`config.mk`:
```
export PLATFORM = sky130hd
export DESIGN_NAME = fifo_wr_arbiter_flat
export DESIGN_NICKNAME = d
export VERILOG_FILES = /design/src/rtl/fifo_wr_arbiter_if.sv /design/src/rtl/fifo_wr_arbiter.sv /design/src/flat_wrapper.sv
export SDC_FILE = /design/constraint.sdc
export NUM_CORES = 1
export LEC_CHECK = 0
export CAP_MARGIN = 0
export CORE_MARGIN = 5
export CORE_UTILIZATION = 43
export DETAILED_ROUTE_END_ITERATION = 10
export HOLD_SLACK_MARGIN = 0.1
export PLACE_DENSITY = 0.92
export SYNTH_ARGS = -nofsm -noshare
export SYNTH_HDL_FRONTEND = slang
export SYNTH_SLANG_ARGS = --single-unit
export TNS_END_PERCENT = 10
```
`constraint.sdc`:
```
create_clock -name clk -period 3.3 [get_ports clk]
set_input_delay 0.495 -clock clk [delete_from_list [all_inputs] [get_ports clk]]
set_output_delay 0.495 -clock clk [all_outputs]
set_load 0.005 [all_outputs]
```
`src/rtl/fifo_wr_arbiter_if.sv`:
```
// Bundle between NUM_REQ producers, the write arbiter and one FIFO write port.
// stall_cnt is present only when FIFO_ARB_STATS_EN is defined.
interface fifo_wr_arbiter_if #(
  parameter int NUM_REQ    = 4,
  parameter int DATA_WIDTH = 8
);
  localparam int ID_W = (NUM_REQ > 1) ? $clog2(NUM_REQ) : 1;

  logic [NUM_REQ-1:0]            req_valid;
  logic [NUM_REQ*DATA_WIDTH-1:0] req_data;
  logic [NUM_REQ-1:0]            req_last;
  logic [NUM_REQ-1:0]            req_ready;
  logic                          fifo_full;
  logic                          fifo_wr_en;
  logic [DATA_WIDTH-1:0]         fifo_data_in;
  logic [ID_W-1:0]               grant_id;
  logic                          busy;
`ifdef FIFO_ARB_STATS_EN
  logic [15:0]                   stall_cnt;

  modport master (
    input  req_valid, req_data, req_last, fifo_full,
    output req_ready, fifo_wr_en, fifo_data_in, grant_id, busy, stall_cnt
  );
  modport slave (
    output req_valid, req_data, req_last, fifo_full,
    input  req_ready, fifo_wr_en, fifo_data_in, grant_id, busy, stall_cnt
  );
`else
  modport master (
    input  req_valid, req_data, req_last, fifo_full,
    output req_ready, fifo_wr_en, fifo_data_in, grant_id, busy
  );
  modport slave (
    output req_valid, req_data, req_last, fifo_full,
    input  req_ready, fifo_wr_en, fifo_data_in, grant_id, busy
  );
`endif
endinterface

```
`src/rtl/fifo_wr_arbiter.sv`:
```
// Round-robin burst arbiter sharing one FIFO write port; FIFO_ARB_STATS_EN adds stall_cnt.
// One-cycle arbitration, zero-latency beat path; fifo_full stalls the granted producer.
module fifo_wr_arbiter #(
  parameter int NUM_REQ    = 4,
  parameter int DATA_WIDTH = 8,
  parameter int BURST_LEN  = 4
) (
  input  logic              clk,
  input  logic              rst,
  fifo_wr_arbiter_if.master bus
);
  localparam int ID_W = (NUM_REQ > 1) ? $clog2(NUM_REQ) : 1;

  typedef enum logic {IDLE = 1'b0, GRANT = 1'b1} state_t;

  state_t                  state;
  logic [ID_W-1:0]         rr_ptr;
  logic [ID_W-1:0]         grant_id;
  logic [ID_W-1:0]         pick;
  logic [ID_W-1:0]         next_ptr;
  logic [7:0]              beat_cnt;
  logic                    busy;
  logic                    found;
  logic                    valid_g;
  logic                    last_g;
  logic                    accept;
  logic                    rel;
  logic [2*NUM_REQ-1:0]    dbl;
  logic [DATA_WIDTH-1:0]   data_sel;
  logic [NUM_REQ-1:0]      ready;
  int                      sum;

  // Rotate the request vector so bit 0 is rr_ptr; the first set bit wins.
  always_comb begin
    pick  = rr_ptr;
    found = 1'b0;
    sum   = 0;
    dbl   = {bus.req_valid, bus.req_valid} >> rr_ptr;
    for (int k = 0; k < NUM_REQ; k++) begin
      if (!found && dbl[k]) begin
        found = 1'b1;
        sum   = int'(rr_ptr) + k;
        pick  = ID_W'((sum >= NUM_REQ) ? (sum - NUM_REQ) : sum);
      end
    end
  end

  always_comb begin
    data_sel = '0;
    for (int i = 0; i < NUM_REQ; i++) begin
      if (ID_W'(i) == grant_id) data_sel = bus.req_data[i*DATA_WIDTH +: DATA_WIDTH];
    end
  end

  always_comb begin
    valid_g  = bus.req_valid[grant_id];
    last_g   = bus.req_last[grant_id];
    accept   = (state == GRANT) && valid_g && !bus.fifo_full;
    rel      = (state == GRANT) &&
               ((accept && (last_g || beat_cnt == 8'(BURST_LEN - 1))) ||
                (!valid_g && !bus.fifo_full));
    next_ptr = (grant_id == ID_W'(NUM_REQ - 1)) ? '0 : grant_id + 1'b1;
    ready    = '0;
    if (state == GRANT) ready[grant_id] = !bus.fifo_full;
  end

  assign bus.req_ready    = ready;
  assign bus.fifo_wr_en   = accept;
  assign bus.fifo_data_in = data_sel;
  assign bus.grant_id     = grant_id;
  assign bus.busy         = busy;

  always_ff @(posedge clk) begin
    if (rst) begin
      state    <= IDLE;
      rr_ptr   <= '0;
      beat_cnt <= '0;
      grant_id <= '0;
      busy     <= 1'b0;
    end else begin
      case (state)
        IDLE: begin
          if (found) begin
            grant_id <= pick;
            beat_cnt <= '0;
            busy     <= 1'b1;
            state    <= GRANT;
          end
        end
        GRANT: begin
          if (accept) beat_cnt <= beat_cnt + 1'b1;
          if (rel) begin
            state  <= IDLE;
            busy   <= 1'b0;
            rr_ptr <= next_ptr;
          end
        end
        default: state <= IDLE;
      endcase
    end
  end

`ifdef FIFO_ARB_STATS_EN
  always_ff @(posedge clk) begin
    if (rst) begin
      bus.stall_cnt <= '0;
    end else if (state == GRANT && valid_g && bus.fifo_full && bus.stall_cnt != 16'hFFFF) begin
      bus.stall_cnt <= bus.stall_cnt + 1'b1;
    end
  end
`endif
endmodule

```
`src/flat_wrapper.sv`:
```
// flat-port wrapper written by rule: the top's interface ports become plain ports
module fifo_wr_arbiter_flat 
#(
  parameter int NUM_REQ    = 4,
  parameter int DATA_WIDTH = 8,
  parameter int BURST_LEN  = 4
)
  (clk, rst, bus_req_valid, bus_req_data, bus_req_last, bus_fifo_full, bus_req_ready, bus_fifo_wr_en, bus_fifo_data_in, bus_grant_id, bus_busy);
  fifo_wr_arbiter_if #(.NUM_REQ(NUM_REQ), .DATA_WIDTH(DATA_WIDTH)) bus_i ();
  input  logic clk;
  input  logic rst;
  input wire logic [$bits(bus_i.req_valid)-1:0] bus_req_valid;
  input wire logic [$bits(bus_i.req_data)-1:0] bus_req_data;
  input wire logic [$bits(bus_i.req_last)-1:0] bus_req_last;
  input wire logic [$bits(bus_i.fifo_full)-1:0] bus_fifo_full;
  output wire logic [$bits(bus_i.req_ready)-1:0] bus_req_ready;
  output wire logic [$bits(bus_i.fifo_wr_en)-1:0] bus_fifo_wr_en;
  output wire logic [$bits(bus_i.fifo_data_in)-1:0] bus_fifo_data_in;
  output wire logic [$bits(bus_i.grant_id)-1:0] bus_grant_id;
  output wire logic [$bits(bus_i.busy)-1:0] bus_busy;
  assign bus_i.req_valid = bus_req_valid;
  assign bus_i.req_data = bus_req_data;
  assign bus_i.req_last = bus_req_last;
  assign bus_i.fifo_full = bus_fifo_full;
  assign bus_req_ready = bus_i.req_ready;
  assign bus_fifo_wr_en = bus_i.fifo_wr_en;
  assign bus_fifo_data_in = bus_i.fifo_data_in;
  assign bus_grant_id = bus_i.grant_id;
  assign bus_busy = bus_i.busy;
  fifo_wr_arbiter #(.NUM_REQ(NUM_REQ), .DATA_WIDTH(DATA_WIDTH), .BURST_LEN(BURST_LEN)) u_core (.clk(clk), .rst(rst), .bus(bus_i));
endmodule
```
======== Word-level counts from Yosys, hierarchy flattened ========
Cells that the tools add are included.
storage, ports and cells
  bits in registers ....................... 14
  input port bits ......................... 43
  output and inout port bits .............. 16
  word-level logic and storage cells ...... 85
operators by class
  add/sub/neg operators ................... 9
  order comparisons ....................... 6
  eq/ne operators ......................... 8
  shift-type cells ........................ 1
  mux-type cells .......................... 33
  bitwise logic cells ..................... 2
  reduce and logical (&&, ||, !) cells .... 21
operators by type and width
  operator                                                                       count
  8-bit two-way mux                                                              6
  2-bit two-way mux                                                              9
  8-bit one-hot mux with 2 select lines                                          1
  1-bit two-way mux                                                              11
  3-bit >= comparator (second input constant)                                    3
  1-bit logical AND                                                              9
  8-bit by 1-bit adder with 8-bit output (second input constant)                 1
  8-bit by 2-bit == test with 1-bit output (second input constant)               1
  2-bit AND reduction                                                            4
  8-bit by 2-bit >> shifter with 4-bit output                                    1
  2-bit by 1-bit subtractor with 2-bit output (second input constant)            4
  2-bit by 2-bit adder with 3-bit output (second input constant)                 2
  1-bit zero test                                                                5
  4-bit bitwise AND                                                              1
  1-bit binary-select mux with 2-bit select                                      2
  2-bit == test (first input constant)                                           2
  4-bit two-way mux                                                              1
  2-bit != test (second input constant)                                          2
  1-bit one-hot mux with 2 select lines                                          2
  2-bit by 1-bit adder with 3-bit output (second input constant)                 1
  2-bit by 3-bit >= comparator with 1-bit output (second input constant)         1
  2-bit by 3-bit less-than comparator with 1-bit output (second input constant)  1
  2-bit by 1-bit adder with 2-bit output (second input constant)                 1
  1-bit demux with 2-bit select                                                  1
  7 further kinds                                                                8

======== Depth between registers and ports, before layout ========
Gate-level depths: netlist of the first run.
  depth after elaboration ................. 13
  mapped depth ............................ 7
  mapped depth without buffers ............ 5

======== Worst setup path after synthesis of the first run ========
No wires, ideal clock.
  path kind ............................... reg2out
  start ................................... register u_core.grant_id[1], in the netlist u_core.bus.grant_id[1]
  end ..................................... output bus_fifo_data_in[0]
  arrival time ............................ 1.541 ns
  required time ........................... 2.805 ns
  setup slack ............................. 1.264 ns
  stages on the path, launching flop included .. 8
  path buffers ............................ 2
  cell sequence ........................... dfxtp_1 -> inv_1 -> ha_1 -> clkbuf_1 -> nor2b_1 -> clkbuf_1 -> a221oi_1 -> o31ai_1
between the ends
  longest elaborated chain between the ends .. 5
  elaborated cells between the ends (all ways) .. 8
  those cells by class .................... eq/ne: 3; mux: 4; reduce/logical: 1
ends and longest elaborated chain
  item                             RTL line               source
  start, declared                  fifo_wr_arbiter.sv:18  logic [ID_W-1:0] grant_id;
  start signal, assigned           fifo_wr_arbiter.sv:84  grant_id <= pick;
  2-bit zero test                  fifo_wr_arbiter.sv:51  if (ID_W'(i) == grant_id) data_sel = bus.req_data[i*DATA_WIDTH +: DATA_WIDTH];
  8-bit two-way mux (3 in series)  fifo_wr_arbiter.sv:51
  8-bit two-way mux *              fifo_wr_arbiter.sv:51
  end, declared                    flat_wrapper.sv:18     output wire logic [$bits(bus_i.fifo_data_in)-1:0] bus_fifo_data_in;
Every way passes the cells marked *; elsewhere a longest branch is shown, timed or not.

======== Final worst setup path of the first run ========
  start ................................... register u_core.grant_id[1], in the netlist u_core.bus.grant_id[1]
  end ..................................... output bus_fifo_data_in[5]
The elaborated chain is that of the path after synthesis.

==> results of run 1 <==
-- logic make-up (layout without fill, tap and decap cells) --
family | count (synthesis) | count (layout) | share of synthesized area (%)
AND/OR/NAND/NOR | 70 | 70 | 33.7
AO/OA/AOI/OAI | 43 | 43 | 25.9
flip-flops | 14 | 14 | 24.3
buffers and inverters | 14 | 70 | 4.67
adder cells (fa/ha/maj) | 5 | 5 | 5.43
multiplexers | 4 | 4 | 5.98
-- cell usage in the layout (no fill, tap or decap), drive strengths merged, types with 7 or more instances in the layout --
cell type / count
a21oi: 8
a221oi: 9
and2: 7
clkdlybuf4s50: 58
dfxtp: 14
inv: 7
nand2: 17
nor2b: 17
o21ai: 8
o31ai: 8
-- per-stage QoR --
step           setup WS, ns  cell area, um2
4_1_cts               0.194            1790
6_report              0.345            1790
5_1_grt               0.178            1790
2_1_floorplan          1.26            1150
3_3_place_gp          0.631            1750
3_5_place_dp          0.517            1750
-- synthesized netlist by cell type --
library cell / n
nand2b_1: 3
nor2b_1: 17
or4_1: 4
nor2_1: 5
and3_1: 2
nor4b_1: 1
dfxtp_1: 14
clkbuf_1: 6
nor3b_1: 1
mux4_1: 1
o31ai_1: 8
or4_4: 1
a22oi_1: 1
mux4_2: 1
or3_1: 3
a21o_1: 1
mux2i_1: 2
a221oi_1: 9
nor3_1: 3
a211oi_1: 2
buf_2: 1
ha_1: 5
nand3_1: 4
o221ai_1: 1
a31oi_1: 1
a21oi_1: 8
and2_1: 7
nand2_1: 17
nand4_1: 2
a211o_1: 1
o211ai_1: 2
a311o_1: 1
inv_1: 7
o21ai_1: 2
o21ai_0: 6
-- what timing repair did --
action,in CTS,in global routing
setup buffers,0,0
setup endpoints to repair,0,1
gates resized for setup,0,1
-- final cells by class --
class | count | area [um2]
Tap cell | 30 | 37.5
Multi-Input combinational cell | 122 | 820
Fill cell | 215 | 734
Timing Repair Buffer | 59 | 588
Inverter | 7 | 26.3
Sequential cell | 14 | 280
Clock buffer | 4 | 36.3
-- routing by layer --
layer	part of all wire (%)	track usage (%)	vias up
li1	-	-	674
met1	34	20.5	650
met2	57	37.4	61
met3	6.0	4.75	12
met4	3.0	8.79	0
met5	0	0	-
-- path summary, 6_finish.rpt --
| check | slack [ns] | depth (start not counted) | to | startpoint |
|---|---|---|---|---|
| worst min register to register | 0.48 | 2 | u_core.beat_cnt[7] | u_core.beat_cnt[7] |
| worst max register to register | 1.42 | 4 | u_core.rr_ptr[0] | u_core.bus.grant_id[0] |
| worst max-delay path | 0.35 | 6 | bus_fifo_data_in[5] | u_core.bus.grant_id[1] |
| worst min-delay path | 0.48 | 2 | u_core.beat_cnt[7] | u_core.beat_cnt[7] |
-- sequential cells by signal, summed over array words and instances (netlist names) --
signal               count
u_core.bus.grant_id      2
u_core.rr_ptr            2
u_core.beat_cnt          8
u_core.state             1
u_core.bus.busy          1
-- tightest hold or removal path, delay by kind of cell, from the launching register on --
kind / cells / cell delay [ns]
and+or+nand+nor: 1 / 0.06
DFF: 1 / 0.34
AOI/OAI and AO/OA: 1 / 0.05
-- where the power goes --
group	leakage [uW]	switching, uW	internal (uW)	total (uW)
clock	0.0000210	60.0	67.3	127
combinational	0.000503	99.1	151	250
sequential	0.000114	10.1	178	188
total	0.000638	169	396	565
==> impl_metrics.csv, run 1 <==
group,metric,value,unit
global_route,grt_pass1_vias,1377,
drt,drcViolationCount,0,
drt,drtIter0Drc,79,
clock_network,path_clk_slew,0.09,ns
placement,dp_cells,232,
placement,hpwl,3080,um
finish,nets,255,
min_path,hold_class,"reg2reg",
synthesis,synth_nets,198,
synthesis,ys_ff_latch,14,
clock_network,htree_levels,1,
pwr,power,565,uW
synthesis,ys_warn_count,0,
timing,tns,0,ns
timing,clock_skew,0.000738,ns
clock_network,clock-root-buffer,"clkbuf_4",
placement,port_buffers,58,
floorplanning,ios,59,
synthesis,syn_area,0.00115,mm2
worst_setup_path,worst-path-buf-inv,2,
synthesis,syn_inst,150,
floorplanning,start_util,45.6,%
drt,drt-total-wl,3770,um
synthesis,synthTopCellsByArea,"dfxtp_1 (24%), nor2b_1 (9.2%), a221oi_1 (6.8%)",
worst_setup_path,worst_setup_path_start_kind,"flip-flop",
pwr,p_leak,0.000638,uW
floorplanning,dieArea,0.00381,mm2
timing,period_share,89.5,%
finish,fin_util,70.9,%
worst_setup_path,worstPathArrival,2.46,ns
worst_setup_path,critical_path.max_stage_delay,0.58,ns
clock_network,ctsHoldBuffers,0,
timing,maxSlewHeadroom,58.7,%
flow_run,cap_violations,0,
run_status,status,"completed",
timing,min_period,2.95,ns
drt,final_antenna_net_count,0,
timing,finalMaxSlewViolations,0,
worst_setup_path,slowest_stage,"clkdlybuf4s50_1",
floorplanning,die_x,61.7,um
placement,gp_congestion,0.811,
floorplanning,rows,18,
global_route,gr-usage-all-layers,19.8,%
worst_setup_path,crit_family,"buffers and inverters",
drt,dr.pass1.iters,5,
floorplanning,design.core.area,0.00252,mm2
synthesis,ys_seq_area_share,24.3,%
worst_setup_path,critPathCaptureType,"output port",
finish,stdcell_count,236,
timing,hold_viol,0,
worst_setup_path,crit_chain,"inv_1 > ha_1 > nor2b_2 > a221oi_1 > o31ai_1 > clkdlybuf4s50_1",
finish,final_layout_size_suffix_gt1_share,3.88,%
synthesis,syn_avg_cell_area,7.67,um2
synthesis,yosysTopAreaCellShare,24.3,%
timing,rsz0062_at_grt,"false",
synthesis,yosysUniqueCellTypes,35,
global_route,grt_max_degree,19,
clock_network,cts_buffers,3,
pwr,max-vdd-ir-drop,380,uV
floorplanning,fp.dieH,61.7,um
finish,syn_to_final_growth,55.3,%
global_route,overflow,0,
synthesis,synth_top_cell_by_area,"dfxtp_1",
worst_setup_path,crit_fanout,10,
timing,hold_slack,0.484,ns
pwr,p_per_area,316,mW/mm2
drt,viasPerCell,5.92,
finish,diodes,0,
clock_network,clk_latency,0.29,ns
timing,tightest_slew,0.620,ns
timing,setup_viol,0,
clock_network,cts_tree,"built",
global_route,grt_first_pass_wirelength,5660,um
worst_setup_path,cp.required,2.80,ns
clock_network,clock_path_buffers,2,
worst_setup_path,path_class,"reg2out",
drt,vias,1397,
global_route,antenna_found_initial,0,
timing,max_freq,338,MHz
clock_network,cts_sinks,14,
drt,wl_per_cell,16.0,um
Note: power is estimated with default switching activity, not from simulation.
==> inputs of run 2 (changes only) <==
--- a/config.mk
+++ b/config.mk
@@ -6,7 +6,7 @@
 export NUM_CORES = 1
 export LEC_CHECK = 0
 export CAP_MARGIN = 0
-export CORE_MARGIN = 5
+export CORE_MARGIN = 4
 export CORE_UTILIZATION = 43
 export DETAILED_ROUTE_END_ITERATION = 10
 export HOLD_SLACK_MARGIN = 0.1
==> impl_metrics.csv, run 2 (synthesized netlist as in run 1, its figures left out) <==
group,metric,value,unit
timing,finalMaxSlewViolations,0,
drt,dr.pass1.iters,4,
finish,final_layout_size_suffix_gt1_share,3.88,%
timing,tightest_slew,0.600,ns
clock_network,cts_tree,"built",
global_route,grt_max_degree,19,
clock_network,clk_latency,0.29,ns
global_route,overflow,0,
timing,clock_skew,0.00420,ns
run_status,status,"completed",
drt,viasPerCell,5.68,
floorplanning,rows,18,
clock_network,path_clk_slew,0.09,ns
clock_network,clock-root-buffer,"clkbuf_4",
floorplanning,dieArea,0.00357,mm2
drt,drt-total-wl,3610,um
drt,vias,1341,
timing,setup_viol,0,
placement,hpwl,2850,um
finish,nets,255,
finish,layout_commonest_cell,"clkdlybuf4s50_1",
finish,largest_reg_flops,8,
worst_setup_path,crit_start,"u_core.bus.grant_id[1]",
timing,rsz0062_at_grt,"false",
worst_setup_path,cp.required,2.80,ns
clock_network,post_cts_buffers,0,
placement,gp_congestion,0.800,
worst_setup_path,critical_path.max_stage_delay,0.55,ns
placement,port_buffers,58,
worst_setup_path,reg2regPathDepth,5,
worst_setup_path,critPathCaptureType,"output port",
pwr,p_leak,0.000638,uW
global_route,antenna_found_initial,0,
min_path,min_from,"u_core.beat_cnt[7]",
clock_network,cts_buffers,3,
timing,tns,0,ns
worst_setup_path,r2r-start,"u_core.beat_cnt[0]",
timing,hold_viol,0,
pwr,p_per_area,316,mW/mm2
drt,drcViolationCount,0,
worst_setup_path,slowest_stage,"clkdlybuf4s50_1",
finish,diodes,0,
drt,wl_per_cell,15.3,um
finish,syn_to_final_growth,55.3,%
worst_setup_path,crit_chain,"inv_1 > ha_1 > nor2b_2 > a221oi_1 > o31ai_1 > clkdlybuf4s50_1",
timing,max_freq,339,MHz
global_route,grt_pass1_vias,1339,
min_path,min_path_cells,2,
drt,drtIter0Drc,54,
floorplanning,die_x,59.7,um
drt,final_antenna_net_count,0,
clock_network,htree_levels,1,
floorplanning,start_util,45.6,%
finish,fillers,199,
worst_setup_path,worstPathArrival,2.46,ns
clock_network,cts_sinks,14,
floorplanning,ios,59,
flow_run,cap_violations,0,
global_route,grt_first_pass_wirelength,5690,um
finish,top_regs,"u_core.beat_cnt: 8 flops, u_core.bus.grant_id: 2 flops, u_core.rr_ptr: 2 flops",
pwr,max-vdd-ir-drop,303,uV
timing,maxSlewHeadroom,59.5,%
worst_setup_path,worst_setup_path_start_kind,"flip-flop",
finish,fin_util,70.9,%
global_route,gr-usage-all-layers,20.1,%
floorplanning,fp.dieH,59.7,um
worst_setup_path,crit_fanout,10,
worst_setup_path,path_class,"reg2out",
finish,top_register,"u_core.beat_cnt",
timing,period_share,89.5,%
min_path,hold_class,"reg2reg",
timing,min_period,2.95,ns
finish,layout_common_cells,"clkdlybuf4s50_1 (58), nand2_1 (17), nor2b_1 (16)",
clock_network,clock_path_buffers,2,
floorplanning,design.core.area,0.00252,mm2
-- run 2: layout make-up --
cell class | instances | area [um2] | area share (%)
Clock buffer | 4 | 36.3 | 2.03
Sequential cell | 14 | 280 | 15.7
Inverter | 7 | 26.3 | 1.47
Tap cell | 30 | 37.5 | 2.10
Multi-Input combinational cell | 122 | 820 | 45.8
Timing Repair Buffer | 59 | 588 | 32.9
-- run 2: repair_timing --
item,CTS,global route
resized for setup,0,1
endpoints found under the setup margin,0,1
hold buffers,0,0
-- run 2: worst paths after layout --
check | to | slack [ns]
setup / recovery | bus_fifo_data_in[2] | 0.35
hold / removal | u_core.beat_cnt[7] | 0.48
setup reg to reg | u_core.state | 1.31
hold reg to reg | u_core.beat_cnt[7] | 0.48
-- run 2: power by group --
part	internal, uW	switching, uW
Clock	67.3	62.2
Combinational	150	97.6
Sequential	178	10.3
Total	395	170
-- run 2: worst max-delay path: cells and delay by family, from the launching register on --
family	cells	cell delay [ns]
adders and majority gates	1	0.33
DFF	1	0.44
AOI/OAI and AO/OA	2	0.38
and+or+nand+nor	1	0.34
buffers and inverters	2	0.68
-- run 2: per-stage QoR --
stage / instances / hold WS [ns] / area, um2 / total power (uW) / setup WS (ns)
global placement: 232 / 0.455 / 1750 / 430 / 0.608
detailed placement: 232 / 0.463 / 1750 / 437 / 0.537
global route: 236 / 0.504 / 1790 / 590 / 0.191
finish: 236 / 0.476 / 1790 / 565 / 0.347
floorplan: 150 / 0.436 / 1150 / 300 / 1.26
CTS: 236 / 0.474 / 1790 / 563 / 0.207
-- run 2: per-layer routing --
metal  vias to the layer above  share of wire, %  global-route usage [%]
met5                         -                 0                       0
met4                         0               2.0                    3.48
met3                         9               4.1                    4.75
met2                        39                54                    38.7
met1                       623                39                    22.1
li1                        670                 -                       -
